File: config.mk
export PLATFORM = sky130hd
export DESIGN_NAME = score_keeper
export DESIGN_NICKNAME = d
export VERILOG_FILES = /design/src/rtl/pong_pkg.sv /design/src/rtl/bcd_counter2.sv /design/src/rtl/score_keeper.sv
export SDC_FILE = /design/constraint.sdc
export NUM_CORES = 1
export LEC_CHECK = 0
export ABC_AREA = 1
export BUFFER_PORTS_ARGS = -buffer_cell sky130_fd_sc_hd__buf_2
export CORE_ASPECT_RATIO = 1.75
export CORE_UTILIZATION = 43
export CTS_BUF_LIST = sky130_fd_sc_hd__clkbuf_8
export CTS_CLUSTER_DIAMETER = 50
export DETAILED_ROUTE_END_ITERATION = 7
export SYNTH_ARGS = -nofsm -noshare
export SYNTH_HDL_FRONTEND = slang
export SYNTH_SLANG_ARGS = --single-unit
File: constraint.sdc
create_clock -name clk -period 5.8 [get_ports clk]
set_clock_uncertainty 0.05 [all_clocks]
set_input_delay 0.87 -clock clk [delete_from_list [all_inputs] [get_ports clk]]
set_output_delay 0.87 -clock clk [all_outputs]
set_load 0.01 [all_outputs]
File: src/rtl/pong_pkg.sv
// ---------------------------------------------------------------------------
// pong_pkg
// Shared definitions for the pong game-state and scoring logic.
//   game_state_t : game sequencing states (IDLE, SERVE_WAIT, PLAY, OVER)
//   WIN_*        : codes driven on the WINNER output
//   BCD_DIGIT_W  : width of one packed-BCD digit; SCORE_W holds two digits
//   bcd_inc      : two-digit BCD increment (ones roll into tens)
//   bcd_value    : binary value of a two-digit BCD score
// ---------------------------------------------------------------------------
package pong_pkg;

   localparam int BCD_DIGIT_W = 4;
   localparam int SCORE_W     = 2 * BCD_DIGIT_W;

   typedef enum logic [1:0] {
      IDLE       = 2'd0,
      SERVE_WAIT = 2'd1,
      PLAY       = 2'd2,
      OVER       = 2'd3
   } game_state_t;

   localparam logic [1:0] WIN_NONE = 2'b00;
   localparam logic [1:0] WIN_ONE  = 2'b01;
   localparam logic [1:0] WIN_TWO  = 2'b10;

   // Scores never pass the winning score (at most 99), so the tens digit
   // is never incremented past 9 and no wrap handling is required.
   function automatic logic [SCORE_W-1:0] bcd_inc(input logic [SCORE_W-1:0] v);
      logic [BCD_DIGIT_W-1:0] ones_s;
      logic [BCD_DIGIT_W-1:0] tens_s;
      ones_s = v[BCD_DIGIT_W-1:0];
      tens_s = v[SCORE_W-1:BCD_DIGIT_W];
      if (ones_s == 4'd9) begin
         ones_s = 4'd0;
         tens_s = tens_s + 4'd1;
      end else begin
         ones_s = ones_s + 4'd1;
      end
      return {tens_s, ones_s};
   endfunction

   function automatic int bcd_value(input logic [SCORE_W-1:0] v);
      return int'(v[SCORE_W-1:BCD_DIGIT_W]) * 32'sd10 + int'(v[BCD_DIGIT_W-1:0]);
   endfunction

endpackage

File: src/rtl/bcd_counter2.sv
// ---------------------------------------------------------------------------
// bcd_counter2
// Two-digit packed-BCD score register with synchronous clear and increment.
// Clear wins over increment.
//   clk     : system clock
//   reset_n : synchronous active-low reset, clears the count
//   clr     : clear count to 8'h00 on the next edge
//   inc     : increment count by one (BCD) on the next edge
//   value   : registered score, [7:4] tens, [3:0] ones
// ---------------------------------------------------------------------------
module bcd_counter2
   import pong_pkg::*;
(
   input  logic               clk,
   input  logic               reset_n,
   input  logic               clr,
   input  logic               inc,
   output logic [SCORE_W-1:0] value
);

   logic [SCORE_W-1:0] count_r;

   // Score register: reset/clear to zero, otherwise optional BCD increment.
   always_ff @(posedge clk) begin
      if (!reset_n) begin
         count_r <= 8'h00;
      end else if (clr) begin
         count_r <= 8'h00;
      end else if (inc) begin
         count_r <= bcd_inc(count_r);
      end else begin
         count_r <= count_r;
      end
   end

   assign value = count_r;

endmodule

File: src/rtl/score_keeper.sv
// ---------------------------------------------------------------------------
// score_keeper
// Game sequencer and score keeper for pong. Detects rising edges on the goal
// and new-game inputs, runs the serve delay, releases the ball, counts
// points in packed BCD and declares the winner.
//   WIN_SCORE   : points needed to win (1..99)
//   SERVE_DELAY : cycles spent in SERVE_WAIT before each serve (>= 1)
//   clk         : system clock
//   reset_n     : synchronous active-low reset
//   GOAL_ONE    : level, point to player one (only the rising edge counts)
//   GOAL_TWO    : level, point to player two (only the rising edge counts)
//   NEW_GAME    : level, rising edge starts/restarts a game
//   PLAYER_ONE  : player one score, packed BCD
//   PLAYER_TWO  : player two score, packed BCD
//   SERVE       : one-cycle pulse in the first PLAY cycle
//   PLAYING     : high while in PLAY
//   WINNER      : WIN_NONE / WIN_ONE / WIN_TWO
// ---------------------------------------------------------------------------
module score_keeper
   import pong_pkg::*;
#(
   parameter int WIN_SCORE   = 11,
   parameter int SERVE_DELAY = 50_000_000
)(
   input  logic               clk,
   input  logic               reset_n,
   input  logic               GOAL_ONE,
   input  logic               GOAL_TWO,
   input  logic               NEW_GAME,
   output logic [SCORE_W-1:0] PLAYER_ONE,
   output logic [SCORE_W-1:0] PLAYER_TWO,
   output logic               SERVE,
   output logic               PLAYING,
   output logic [1:0]         WINNER
);

   localparam int                 TIMER_W    = (SERVE_DELAY > 1) ? $clog2(SERVE_DELAY) : 1;
   localparam logic [TIMER_W-1:0] TIMER_TERM = TIMER_W'(SERVE_DELAY - 1);

   logic goal_one_prev_r;
   logic goal_two_prev_r;
   logic new_game_prev_r;
   logic goal_one_rise_s;
   logic goal_two_rise_s;
   logic new_game_rise_s;

   game_state_t        state_r;
   game_state_t        state_next_s;
   logic [TIMER_W-1:0] timer_r;
   logic [TIMER_W-1:0] timer_next_s;
   logic               serve_r;
   logic               serve_next_s;
   logic               playing_r;
   logic               playing_next_s;
   logic [1:0]         winner_r;
   logic [1:0]         winner_next_s;

   logic               clr_s;
   logic               inc_one_s;
   logic               inc_two_s;
   logic [SCORE_W-1:0] score_one_s;
   logic [SCORE_W-1:0] score_two_s;
   logic               one_wins_s;
   logic               two_wins_s;

   assign goal_one_rise_s = GOAL_ONE & ~goal_one_prev_r;
   assign goal_two_rise_s = GOAL_TWO & ~goal_two_prev_r;
   assign new_game_rise_s = NEW_GAME & ~new_game_prev_r;

   // Compare the post-increment score so the winner is known on the same
   // edge that the winning point is registered.
   assign one_wins_s = (bcd_value(bcd_inc(score_one_s)) == WIN_SCORE);
   assign two_wins_s = (bcd_value(bcd_inc(score_two_s)) == WIN_SCORE);

   // Previous-value registers for edge detection; sampled in every state so a
   // level already high when PLAY is entered cannot score.
   always_ff @(posedge clk) begin
      if (!reset_n) begin
         goal_one_prev_r <= 1'b0;
         goal_two_prev_r <= 1'b0;
         new_game_prev_r <= 1'b0;
      end else begin
         goal_one_prev_r <= GOAL_ONE;
         goal_two_prev_r <= GOAL_TWO;
         new_game_prev_r <= NEW_GAME;
      end
   end

   // State, serve timer and registered status outputs.
   always_ff @(posedge clk) begin
      if (!reset_n) begin
         state_r   <= IDLE;
         timer_r   <= '0;
         serve_r   <= 1'b0;
         playing_r <= 1'b0;
         winner_r  <= WIN_NONE;
      end else begin
         state_r   <= state_next_s;
         timer_r   <= timer_next_s;
         serve_r   <= serve_next_s;
         playing_r <= playing_next_s;
         winner_r  <= winner_next_s;
      end
   end

   // Next-state, timer and score-control decode.
   always_comb begin
      state_next_s  = state_r;
      timer_next_s  = timer_r;
      serve_next_s  = 1'b0;
      winner_next_s = winner_r;
      clr_s         = 1'b0;
      inc_one_s     = 1'b0;
      inc_two_s     = 1'b0;

      // A new-game edge restarts from any state and beats a simultaneous goal.
      if (new_game_rise_s) begin
         state_next_s  = SERVE_WAIT;
         timer_next_s  = '0;
         winner_next_s = WIN_NONE;
         clr_s         = 1'b1;
      end else begin
         case (state_r)
            IDLE: begin
               state_next_s = IDLE;
            end
            SERVE_WAIT: begin
               if (timer_r == TIMER_TERM) begin
                  state_next_s = PLAY;
                  timer_next_s = '0;
                  serve_next_s = 1'b1;
               end else begin
                  timer_next_s = timer_r + TIMER_W'(1);
               end
            end
            PLAY: begin
               if (goal_one_rise_s && goal_two_rise_s) begin
                  // Void point: nobody scores, serve again.
                  state_next_s = SERVE_WAIT;
                  timer_next_s = '0;
               end else if (goal_one_rise_s) begin
                  inc_one_s    = 1'b1;
                  timer_next_s = '0;
                  if (one_wins_s) begin
                     state_next_s  = OVER;
                     winner_next_s = WIN_ONE;
                  end else begin
                     state_next_s = SERVE_WAIT;
                  end
               end else if (goal_two_rise_s) begin
                  inc_two_s    = 1'b1;
                  timer_next_s = '0;
                  if (two_wins_s) begin
                     state_next_s  = OVER;
                     winner_next_s = WIN_TWO;
                  end else begin
                     state_next_s = SERVE_WAIT;
                  end
               end else begin
                  state_next_s = PLAY;
               end
            end
            OVER: begin
               state_next_s = OVER;
            end
            default: begin
               state_next_s  = IDLE;
               timer_next_s  = '0;
               winner_next_s = WIN_NONE;
               clr_s         = 1'b1;
            end
         endcase
      end

      playing_next_s = (state_next_s == PLAY);
   end

   bcd_counter2 u_score_one (
      .clk     (clk),
      .reset_n (reset_n),
      .clr     (clr_s),
      .inc     (inc_one_s),
      .value   (score_one_s)
   );

   bcd_counter2 u_score_two (
      .clk     (clk),
      .reset_n (reset_n),
      .clr     (clr_s),
      .inc     (inc_two_s),
      .value   (score_two_s)
   );

   assign PLAYER_ONE = score_one_s;
   assign PLAYER_TWO = score_two_s;
   assign SERVE      = serve_r;
   assign PLAYING    = playing_r;
   assign WINNER     = winner_r;

endmodule

== Word-level counts from Yosys, hierarchy flattened ==
Cells that the tools add are included.

* Add/subtract/negate cells: 7
* $mul: 2
* Equality and inequality tests: 11
* Multiplexer cells: 32
* Bitwise operators: 9
* Reduce and logical (&&, ||, !) cells: 10

{| class="wikitable"
|+ Operators by type and width
! cell !! count
|-
| 26-bit two-way mux || 4
|-
| 26-bit case mux with 2 select lines || 1
|-
| 26-bit by 1-bit adder with 26-bit output (second input constant) || 1
|-
| 26-bit == test (second input constant) || 1
|-
| 2-bit two-way mux || 11
|-
| 8-bit by 4-bit adder with 9-bit output || 2
|-
| 9-bit by 4-bit == test with 1-bit output (second input constant) || 2
|-
| 4-bit by 1-bit adder with 4-bit output (second input constant) || 4
|-
| 4-bit two-way mux || 4
|-
| 4-bit by 3-bit multiplier with 7-bit output (second input constant) || 2
|-
| 1-bit two-way mux || 11
|-
| 4-bit == test (second input constant) || 2
|-
| 2-bit case mux with 4 select lines || 1
|-
| 2-bit == test (second input constant) || 3
|-
| 1-bit inverter || 6
|-
| 2-bit nonzero test || 3
|-
| 5-bit AND reduction || 1
|-
| 4-bit inequality test (second input constant) || 1
|-
| 2-bit OR reduction || 2
|-
| 1-bit bitwise AND || 3
|-
| 3-bit OR reduction || 1
|-
| 2-bit by 1-bit == test with 1-bit output (second input constant) || 1
|-
| 2-bit logical NOT || 1
|-
| 2-bit by 1-bit inequality test with 1-bit output (second input constant) || 1
|-
| 2 further kinds || 2
|}

* Register bits: 51
* Input port bits: 5
* Output and inout port bits: 20
* Word-level logic and storage cells: 81

== Longest topological paths before layout ==
Gate-level depths: netlist of the first run.

* Word-level depth: 12
* Depth in mapped cells: 24
* Mapped depth without buffers: 24

== Hierarchy ==
Synthesis of the first run repeated with hierarchy kept, for this count alone.

* Cell total of the unflattened synthesis: 516
* Area, all modules: 3592.2 um^2

{| class="wikitable"
|+ Modules (own cells, without submodules)
! module !! instances !! cells an instance !! area an instance (um^2) !! sequential area each (um^2)
|-
| score_keeper || 1 || 408 || 2803.9 || 700.7
|-
| bcd_counter2 || 2 || 54 || 394.1 || 160.2
|}

== Least setup slack after synthesis of the first run ==
Ideal clock, no wire load.

* Path type: reg2reg
* Start point: register u_score_two.count_r[0] (netlist: u_score_two.value[0])
* End point: register winner_r[0] (netlist: WINNER[0])
* Setup time: 0.115 ns
* Arrival: 2.908 ns
* Required time: 5.635 ns
* Slack: 2.727 ns
* Cell stages (with the launch flop): 21
* Path buffers: 0
* Clock period less this slack: 3.073 ns
* Cell sequence: dfxtp_1 > nand2_1 > nor2_4 > inv_2 > o21ai_0 > inv_1 > nor2_1 > nor2_1 > ha_1 > inv_1 > fa_1 > nand3_1 > nand2_1 > nor2_1 > nand3_1 > nor2_1 > nand3_1 > nand2_1 > nand3_1 > nand2_1 > nor2_1

* Word-level cells in the longest chain between the ends: 7
* Elaborated cells on any way between the ends: 9
* Classes of those cells: 2 x add/sub; 1 x mul; 2 x eq/ne; 2 x mux; 2 x reduce/logical

{| class="wikitable"
|+ RTL lines
! element !! RTL line !! RTL
|-
| start: declaration || bcd_counter2.sv:21 || <nowiki>logic [SCORE_W-1:0] count_r;</nowiki>
|-
| start signal: assignment || bcd_counter2.sv:30 || <nowiki>count_r <= bcd_inc(count_r);</nowiki>
|-
| start signal: assignment || bcd_counter2.sv:32 || <nowiki>count_r <= count_r;</nowiki>
|-
| 4-bit == test || pong_pkg.sv:33 || <nowiki>if (ones_s == 4'd9) begin</nowiki>
|-
| 4-bit two-way mux || n/a ||
|-
| 4-bit by 3-bit multiplier with 7-bit output || pong_pkg.sv:43 || <nowiki>return int'(v[SCORE_W-1:BCD_DIGIT_W]) * 32'sd10 + int'(v[BCD_DIGIT_W-1:0]);</nowiki>
|-
| 8-bit by 4-bit adder with 9-bit output (*) || pong_pkg.sv:43 ||
|-
| 9-bit by 4-bit == test with 1-bit output (*) || score_keeper.sv:73 || <nowiki>assign two_wins_s = (bcd_value(bcd_inc(score_two_s)) == WIN_SCORE);</nowiki>
|-
| 2-bit nonzero test (no line) (*) || n/a ||
|-
| 5-bit AND reduction (no line) (*) || n/a ||
|-
| end signal: assignment || score_keeper.sv:102 || <nowiki>winner_r <= winner_next_s;</nowiki>
|-
| end: declaration || score_keeper.sv:55 || <nowiki>logic [1:0] winner_r;</nowiki>
|}

Every way passes the cells marked *; elsewhere a longest branch is shown, timed or not.
A chain may end at the register's enable or synchronous reset.

== Final worst setup path of the first run ==
* Start point: register u_score_two.count_r[0] (netlist: u_score_two.value[0])
* End point: register winner_r[1] (netlist: WINNER[1])

Same word-level chain as after synthesis.

==> results of run 1 <==
[synth_stat cells, drive strengths merged (2+ instances only)]
cell type | count | share of area [%]
nor3 | 13 | 3.3
nand2 | 93 | 11
o211a | 2 | 0.61
clkbuf | 3 | 0.34
o21ai | 30 | 4.6
nand3 | 36 | 6.4
nor2 | 52 | 6.7
dfxtp | 51 | 31
a211oi | 5 | 1.1
buf | 2 | 0.69
o21a | 2 | 0.46
nand4 | 9 | 1.7
xor2 | 8 | 2.1
a21oi | 33 | 5.1
o21bai | 3 | 0.80
a31oi | 4 | 0.77
or2 | 5 | 1.1
ha | 20 | 7.7
inv | 85 | 9.8
fa | 4 | 2.5
[flip-flops by register name, summed over array words and instances (netlist names)]
signal             cells
timer_r               26
SERVE                  1
WINNER                 2
state_r                2
goal_one_prev_r        1
goal_two_prev_r        1
u_score_two.value      8
new_game_prev_r        1
u_score_one.value      8
PLAYING                1
[critical path, stage by stage, from the launching register on]
cell and delay [ps]:
dfxtp_1 440, nand2_1 130, nor2_4 190, inv_2 70
o21ai_0 460, inv_1 120, nor2_1 190, nor2_1 80
ha_1 210, inv_1 70, fa_1 430, nand3_1 100
nand2_1 50, nor2_1 90, nand3_1 80, nor2_1 120
nand3_1 90, nand2_1 100, nand3_1 100, a21oi_1 170
[cell families after synthesis]
logic type / after synthesis / synth area share (%)
compound gates: 81 / 14.0
flops: 51 / 31.3
fa+ha+maj: 24 / 10.1
xor+xnor: 9 / 2.41
simple gates: 212 / 31.4
buf+inv: 90 / 10.8
[power breakdown]
group          switching [mW]  internal [mW]
logic                  0.0177        0.00772
registers             0.00105          0.352
clock network           0.119         0.0792
total                   0.137          0.439
[per-layer routing]
metal	GRT usage (%)	routed length, microns
met3	3.20	147
met4	8.33	144
met5	0	0
met1	22.3	2990
met2	42.5	4330
[through the flow]
step	hold WS, ps	std cells	cell area (sq um)	power (mW)
CTS	420	579	3540	0.588
detailed placement	402	573	3470	0.387
global placement	403	573	3470	0.387
global route	446	579	3540	0.605
floorplan	384	467	3260	0.380
finish	424	579	3540	0.576
[final cells by class]
class | instances | area [sq um] | share of cell area (%)
well taps | 86 | 108 | 3.04
repair buffers | 25 | 128 | 3.61
flip-flops and latches | 51 | 1020 | 28.9
inverters | 85 | 319 | 9.02
clock inverters | 1 | 3.75 | 0.106
clock buffers | 5 | 68.8 | 1.94
multi-input cells | 326 | 1890 | 53.4
[path summary, 6_finish.rpt]
path | from | endpoint | slack, ps | cells after the start
setup / recovery | u_score_two.value[0] | WINNER[1] | 2380 | 19
hold / removal | timer_r[13] | timer_r[13] | 420 | 2
setup reg to reg | u_score_two.value[0] | WINNER[1] | 2380 | 19
hold reg to reg | timer_r[13] | timer_r[13] | 420 | 2
==> impl_metrics.json, run 1 <==
{
  "outcome": "complete, no violations",
  "nets": 523,
  "drc_errors": 0,
  "synth_edf_count": 0,
  "num_rows": 41,
  "drive_gt1_share_pct": 12.4,
  "avgViaCountPerCell": 5.16,
  "syn_area_sq_mm": 0.00326,
  "vias": 2989,
  "fmax_ghz": 0.292,
  "worst_slew_pin_slew_ps": 598,
  "dp_hpwl_microns": 5980,
  "setup_tns_ps": 0,
  "maxSlewViolCount": 0,
  "cts_setup_buffers": 0,
  "cts_sinks": 51,
  "yosysSeqAreaShare_pct": 31.3,
  "antenna_found_initial": 0,
  "startpoint_type": "flip-flop",
  "wire_per_inst_microns": 13.1,
  "hold_viol_final": 0,
  "first_global_vias": 2918,
  "synthCells": 467,
  "htreeDepth": 2,
  "dieArea_sq_mm": 0.00796,
  "power_density_mw_per_mm2": 163,
  "cts_resized": 0,
  "crit_type": "reg2reg",
  "clockBufferDepth": 2,
  "fill_cells": 786,
  "coreArea_sq_mm": 0.00728,
  "grt_pass1_wl_microns": 13000,
  "worstSkewPairLatency_ps": 310,
  "synth.distinct_cells": 38,
  "endpoint_kind": "flip-flop",
  "gp_congestion": 0.957,
  "cts_tree": "done",
  "worstPathArrival_ps": 3610,
  "synthFlopType": "dfxtp_1",
  "setup_ws_ps": 2380,
  "hold_class": "reg2reg",
  "synth_area_per_cell_sq_um": 6.99,
  "fin_crit_ps": 3420,
  "leakagePower_nw": 1.76,
  "max_slew_margin_pct": 60.1,
  "antenna_left": 0,
  "port_buffers": 24,
  "ys_seq_elements": 51,
  "overflow": 0,
  "synthArstFlopShare_pct": 0,
  "finalCritPeriodShare_pct": 59.0,
  "root_buffer": "clkbuf_8",
  "path_clk_slew_ps": 90,
  "start_util_pct": 44.8,
  "syn2layout_area_growth_pct": 8.39,
  "numCtsBuffers": 5,
  "final_core_util_pct": 48.6,
  "grt_max_degree": 17,
  "crit_path_max_fanout": 7,
  "die_w_microns": 67.9,
  "max_cap_viol_count": 0,
  "totalWireLength_microns": 7600,
  "most-common-layout-cells": "nand2_1, inv_1, dfxtp_1",
  "chipHeight_microns": 117,
  "yosysWarnings": 0,
  "synth_nets": 496,
  "cts_hold_buf": 0,
  "place_ws_ps": 2430,
  "num_antenna_cells": 0,
  "vdd_drop_max_mv": 0.0904,
  "firstDrtPassIters": 4,
  "required_ps": 5990,
  "rsz0062_at_grt": "no",
  "io_pins": 25,
  "setup_viol": 0,
  "drt_iter0_drc": 158,
  "track_usage_pct": 21.8,
  "final_common_cell": "nand2_1"
}
(Power assumes the default switching activity.)
==> run 2: changes to the inputs <==
==> constraint.sdc (replaced) <==
create_clock -name clk -period 2.8 [get_ports clk]
set_clock_uncertainty 0.05 [all_clocks]
set_input_delay 0.42 -clock clk [delete_from_list [all_inputs] [get_ports clk]]
set_output_delay 0.42 -clock clk [all_outputs]
set_load 0.01 [all_outputs]
==> run 2 against run 1 <==
The run now ends with setup timing left. Critical path depth is 1 higher. Utilization grew 9.5 points. Sequential power up 110%. Total power up 120%. Setup slack got worse by 2500 ps. Sequential share of layout area is 4.5 points lower. Non-clock buffer count rose by 68. Critical endpoint is now PLAYING. Largest cell class unchanged. Largest power group unchanged.
==> impl_metrics.json, run 2 (synthesized netlist as in run 1, its figures left out) <==
{
  "maxSlewViolCount": 0,
  "io_pins": 25,
  "rsz0062_at_grt": "yes",
  "leakagePower_nw": 2.10,
  "antenna_found_initial": 0,
  "final_core_util_pct": 58.1,
  "vias": 3299,
  "crit_type": "reg2reg",
  "first_global_vias": 3249,
  "path_clk_slew_ps": 90,
  "most-common-layout-cells": "nand2_1, inv_1, buf_4",
  "worstPathArrival_ps": 3160,
  "antenna_left": 0,
  "numCtsBuffers": 5,
  "track_usage_pct": 23.4,
  "coreArea_sq_mm": 0.00728,
  "crit_path_max_fanout": 5,
  "finalCritPeriodShare_pct": 106,
  "vdd_drop_max_mv": 0.199,
  "fin_crit_ps": 2960,
  "port_buffers": 24,
  "drt_iter0_drc": 156,
  "grt_max_degree": 16,
  "final_common_cell": "nand2_1",
  "firstDrtPassIters": 4,
  "max_cap_viol_count": 0,
  "power_density_mw_per_mm2": 306,
  "num_rows": 41,
  "required_ps": 3010,
  "grt_pass1_wl_microns": 13900,
  "worstSkewPairLatency_ps": 310,
  "max_slew_margin_pct": 58.8,
  "gp_congestion": 0.941,
  "regArea_sq_mm": 0.00103,
  "largest_register_ffs": 26,
  "violations": "setup timing",
  "num_antenna_cells": 0,
  "cts_sinks": 51,
  "overflow": 0,
  "pwr-share-clk_pct": 39.2,
  "setup_ws_ps": -159,
  "cts_hold_buf": 0,
  "avgViaCountPerCell": 5.09,
  "worst_slew_pin_slew_ps": 617,
  "power.switching_uw": 290,
  "startpoint_type": "flip-flop",
  "fill_cells": 699,
  "clockBufferDepth": 2,
  "multi_input_area_sq_mm": 0.00202,
  "nets": 591,
  "holdWs_ps": 243,
  "switching_share_pct": 22.4,
  "chipHeight_microns": 117,
  "cts_tree": "done",
  "hold_class": "in2reg",
  "wire_per_inst_microns": 13.4,
  "syn2layout_area_growth_pct": 29.6,
  "fmax_ghz": 0.338,
  "endpoint_kind": "flip-flop",
  "dieArea_sq_mm": 0.00796,
  "outcome": "complete, but fails checks",
  "cell_internal_pwr_mw": 1.01,
  "totalWireLength_microns": 8690,
  "htreeDepth": 2,
  "dp_hpwl_microns": 6430,
  "setup_tns_ps": -445,
  "die_w_microns": 67.9,
  "hold_viol_final": 0,
  "p_comb_share_pct": 4.4,
  "start_util_pct": 44.8,
  "drive_gt1_share_pct": 31.1,
  "place_ws_ps": -160,
  "regMostFlops": "timer_r",
  "pwr-share-seq_pct": 56.4,
  "drc_errors": 0,
  "setup_viol": 4,
  "root_buffer": "clkbuf_8"
}
## run 2: changes by cell type in the layout (fill, tap and decap cells not counted), sizes merged
cell,previous run,this run
buf,25,93
bufinv,0,1
## run 2: worst paths after layout
path / from / to / slack (ps) / cells past startpoint
max: u_score_one.value[2] / PLAYING / -160 / 20
min: GOAL_ONE / goal_one_prev_r / 240 / 3
max reg2reg: u_score_one.value[2] / PLAYING / -160 / 20
min reg2reg: timer_r[13] / timer_r[13] / 420 / 2
## run 2: layout make-up
| cell class | instances | share of cell area [%] |
|---|---|---|
| timing repair buffer | 93 | 15.4 |
| multi-input combinational | 326 | 47.7 |
| inverter | 85 | 7.60 |
| clock buffer | 5 | 1.63 |
| tap | 86 | 2.54 |
| clock inverter | 2 | 0.799 |
| sequential | 51 | 24.4 |
## run 2: routing by layer
layer,wire (microns),global-route usage [%],vias to the layer above
li1,-,-,1698
met1,3160,21.5,1550
met2,5210,48.1,38
met3,170,3.68,13
met4,156,8.75,0
met5,0,0,-
## run 2: power by group through the flow
stage / combinational, mW / clock [mW] / sequential (mW)
after floorplan: 0.0398 / 0 / 0.747
after global placement: 0.0569 / 0 / 0.748
after detailed placement: 0.0574 / 0 / 0.748
after CTS: 0.0575 / 0.527 / 0.731
after global routing: 0.0646 / 0.547 / 0.731
final: 0.0568 / 0.508 / 0.731
## run 2: critical path, cell delays in order (launching register included)
cell	delay (ps)
dfxtp_2	330
inv_2	50
nand2_2	60
nor3_4	280
buf_6	150
nand2_4	50
nand2_2	90
inv_2	50
ha_4	260
ha_4	130
inv_2	30
fa_1	470
and3b_1	180
nand3_2	80
nor2_2	110
nand3_1	100
o21ai_1	130
nand3_1	90
nand2_1	70
nand2_1	60
nor2_1	80
## run 2: repair_timing
| item | CTS | global route |
|---|---|---|
| pin swaps | 28 | 21 |
| endpoints found under the setup margin | 4 | 5 |
| resized for setup | 20 | 24 |
| setup buffers | 25 | 4 |
## run 2: through the flow
step	cell area, sq um	power, mW	instances
global route	4230	1.34	648
floorplan	3290	0.787	467
CTS	4140	1.32	646
detailed placement	3800	0.805	614
global placement	3800	0.805	614
finish	4230	1.30	648
==> run 3: changes to the inputs <==
--- a/config.mk
+++ b/config.mk
@@ -9,7 +9,6 @@
 export BUFFER_PORTS_ARGS = -buffer_cell sky130_fd_sc_hd__buf_2
 export CORE_ASPECT_RATIO = 1.75
 export CORE_UTILIZATION = 43
-export CTS_BUF_LIST = sky130_fd_sc_hd__clkbuf_8
 export CTS_CLUSTER_DIAMETER = 50
 export DETAILED_ROUTE_END_ITERATION = 7
 export SYNTH_ARGS = -nofsm -noshare
==> run 3 against run 2 <==
The run still ends with setup timing left. Worst hold slack better by 20 ps. Total power increased by 14%. Routed wire length grew 5.2%.
==> impl_metrics.json, run 3 (synthesized netlist as in run 1, its figures left out) <==
{
  "syn2layout_area_growth_pct": 34.3,
  "first_global_vias": 3277,
  "most-common-layout-cells": "nand2_1, inv_1, buf_4",
  "finalCritPeriodShare_pct": 105,
  "root_buffer": "clkbuf_16",
  "num_rows": 41,
  "worstPathArrival_ps": 3070,
  "regMostFlops": "timer_r",
  "worstSkewPairLatency_ps": 290,
  "gp_congestion": 0.941,
  "reg2reg_depth": 21,
  "totalWireLength_microns": 9150,
  "crit_chain": "inv_2, nand2_2, nor2_4, nand2_2, xor2_2, inv_2, buf_4, buf_4, buf_4, buf_4, buf_4, ha_1, a21oi_2, nand3b_1, nand3_2, nor2_4, nand3_2, nand2_2, nand3_2, nand2_1, nor2_1",
  "drt_iter0_drc": 147,
  "crit_type": "reg2reg",
  "antenna_found_initial": 0,
  "dp_hpwl_microns": 6430,
  "startpoint_type": "flip-flop",
  "setup_ws_ps": -132,
  "cp_num_buf_inv": 7,
  "slowest_delay_ps": 330,
  "outcome": "complete, but fails checks",
  "holdWs_ps": 263,
  "endpoint_kind": "flip-flop",
  "largest_register_ffs": 26,
  "path_delay_family": "simple AND/OR/NAND/NOR gates",
  "firstDrtPassIters": 4,
  "overflow": 0,
  "required_ps": 2940,
  "die_w_microns": 67.9,
  "setup_viol": 4,
  "rsz0062_at_grt": "yes",
  "fin_crit_ps": 2930,
  "htreeDepth": 2,
  "track_usage_pct": 23.7,
  "grt_pass1_wl_microns": 14100,
  "start_util_pct": 44.8,
  "hold_class": "in2reg",
  "coreArea_sq_mm": 0.00728,
  "avgViaCountPerCell": 5.16,
  "io_pins": 25,
  "final_core_util_pct": 60.2,
  "maxSlewViolCount": 0,
  "whs_path_depth": 3,
  "drive_gt1_share_pct": 33.2,
  "final_common_cell": "nand2_1",
  "numCtsBuffers": 5,
  "nets": 592,
  "cts_sinks": 51,
  "hold_viol_final": 0,
  "reg2reg_slack_ps": -130,
  "dieArea_sq_mm": 0.00796,
  "fmax_ghz": 0.341,
  "path_clk_slew_ps": 70,
  "slowest_stage": "dfxtp_2",
  "max_slew_margin_pct": 58.5,
  "max_cap_viol_count": 0,
  "worst_slew_pin_slew_ps": 622,
  "antenna_left": 0,
  "violations": "setup timing",
  "wire_per_inst_microns": 14.1,
  "power_density_mw_per_mm2": 337,
  "num_antenna_cells": 0,
  "vias": 3350,
  "grt_max_degree": 16,
  "crit_path_max_fanout": 4,
  "cp_num_cells": 21,
  "path_common_cell": "buf_4",
  "chipHeight_microns": 117,
  "cts_tree": "done",
  "port_buffers": 24,
  "leakagePower_nw": 2.13,
  "drc_errors": 0,
  "clockBufferDepth": 2,
  "vdd_drop_max_mv": 0.200
}
-- run 3: cell type report --
type | instances | area [sq um]
repair buffers | 94 | 664
clock inverters | 1 | 30.0
flip-flops and latches | 51 | 1030
inverters | 85 | 322
well taps | 86 | 108
clock buffers | 6 | 129
fillers | 670 | 2900
multi-input cells | 326 | 2100
-- run 3: timing repair --
item | 4_1_cts | 5_1_grt
setup endpoints to repair | 4 | 5
gates cloned | 0 | 0
buffers inserted | 25 | 5
resized for setup | 20 | 43
pin swaps | 28 | 22
hold buffers | 0 | 0
-- run 3: worst min-delay path, cell delays in order --
cell and delay, ps:
buf_2 80, nand2_1 40, inv_1 40
-- run 3: worst paths after layout --
check / from / to
max: u_score_two.value[2] / WINNER[0]
min: GOAL_ONE / goal_one_prev_r
max reg2reg: u_score_two.value[2] / WINNER[0]
min reg2reg: timer_r[13] / timer_r[13]
-- run 3: per-layer routing --
layer  routed length [microns]  up-vias  part of all wire (%)  global-route usage [%]
li1                          -     1699                     -                       -
met1                      3180     1560                    35                    21.8
met2                      5410       68                    59                    47.8
met3                       258       23                   2.8                    3.49
met4                       299        0                   3.3                    10.8
met5                         0        -                     0                       0
-- run 3: through the flow --
step | instances | power, mW | setup TNS (ps) | setup WS (ps) | area [sq um]
2_1_floorplan | 467 | 0.787 | 0 | 3.97 | 3290
3_3_place_gp | 614 | 0.805 | -172 | -89.8 | 3800
3_5_place_dp | 614 | 0.805 | -484 | -160 | 3800
4_1_cts | 646 | 1.50 | -177 | -106 | 4190
5_1_grt | 649 | 1.52 | -1200 | -325 | 4380
6_report | 649 | 1.47 | -477 | -132 | 4380
-- run 3: power by group --
group	leakage, nW	internal (mW)	switching (mW)
registers	0.416	0.729	0.00236
clock network	0.0769	0.418	0.269
logic	1.64	0.0184	0.0389
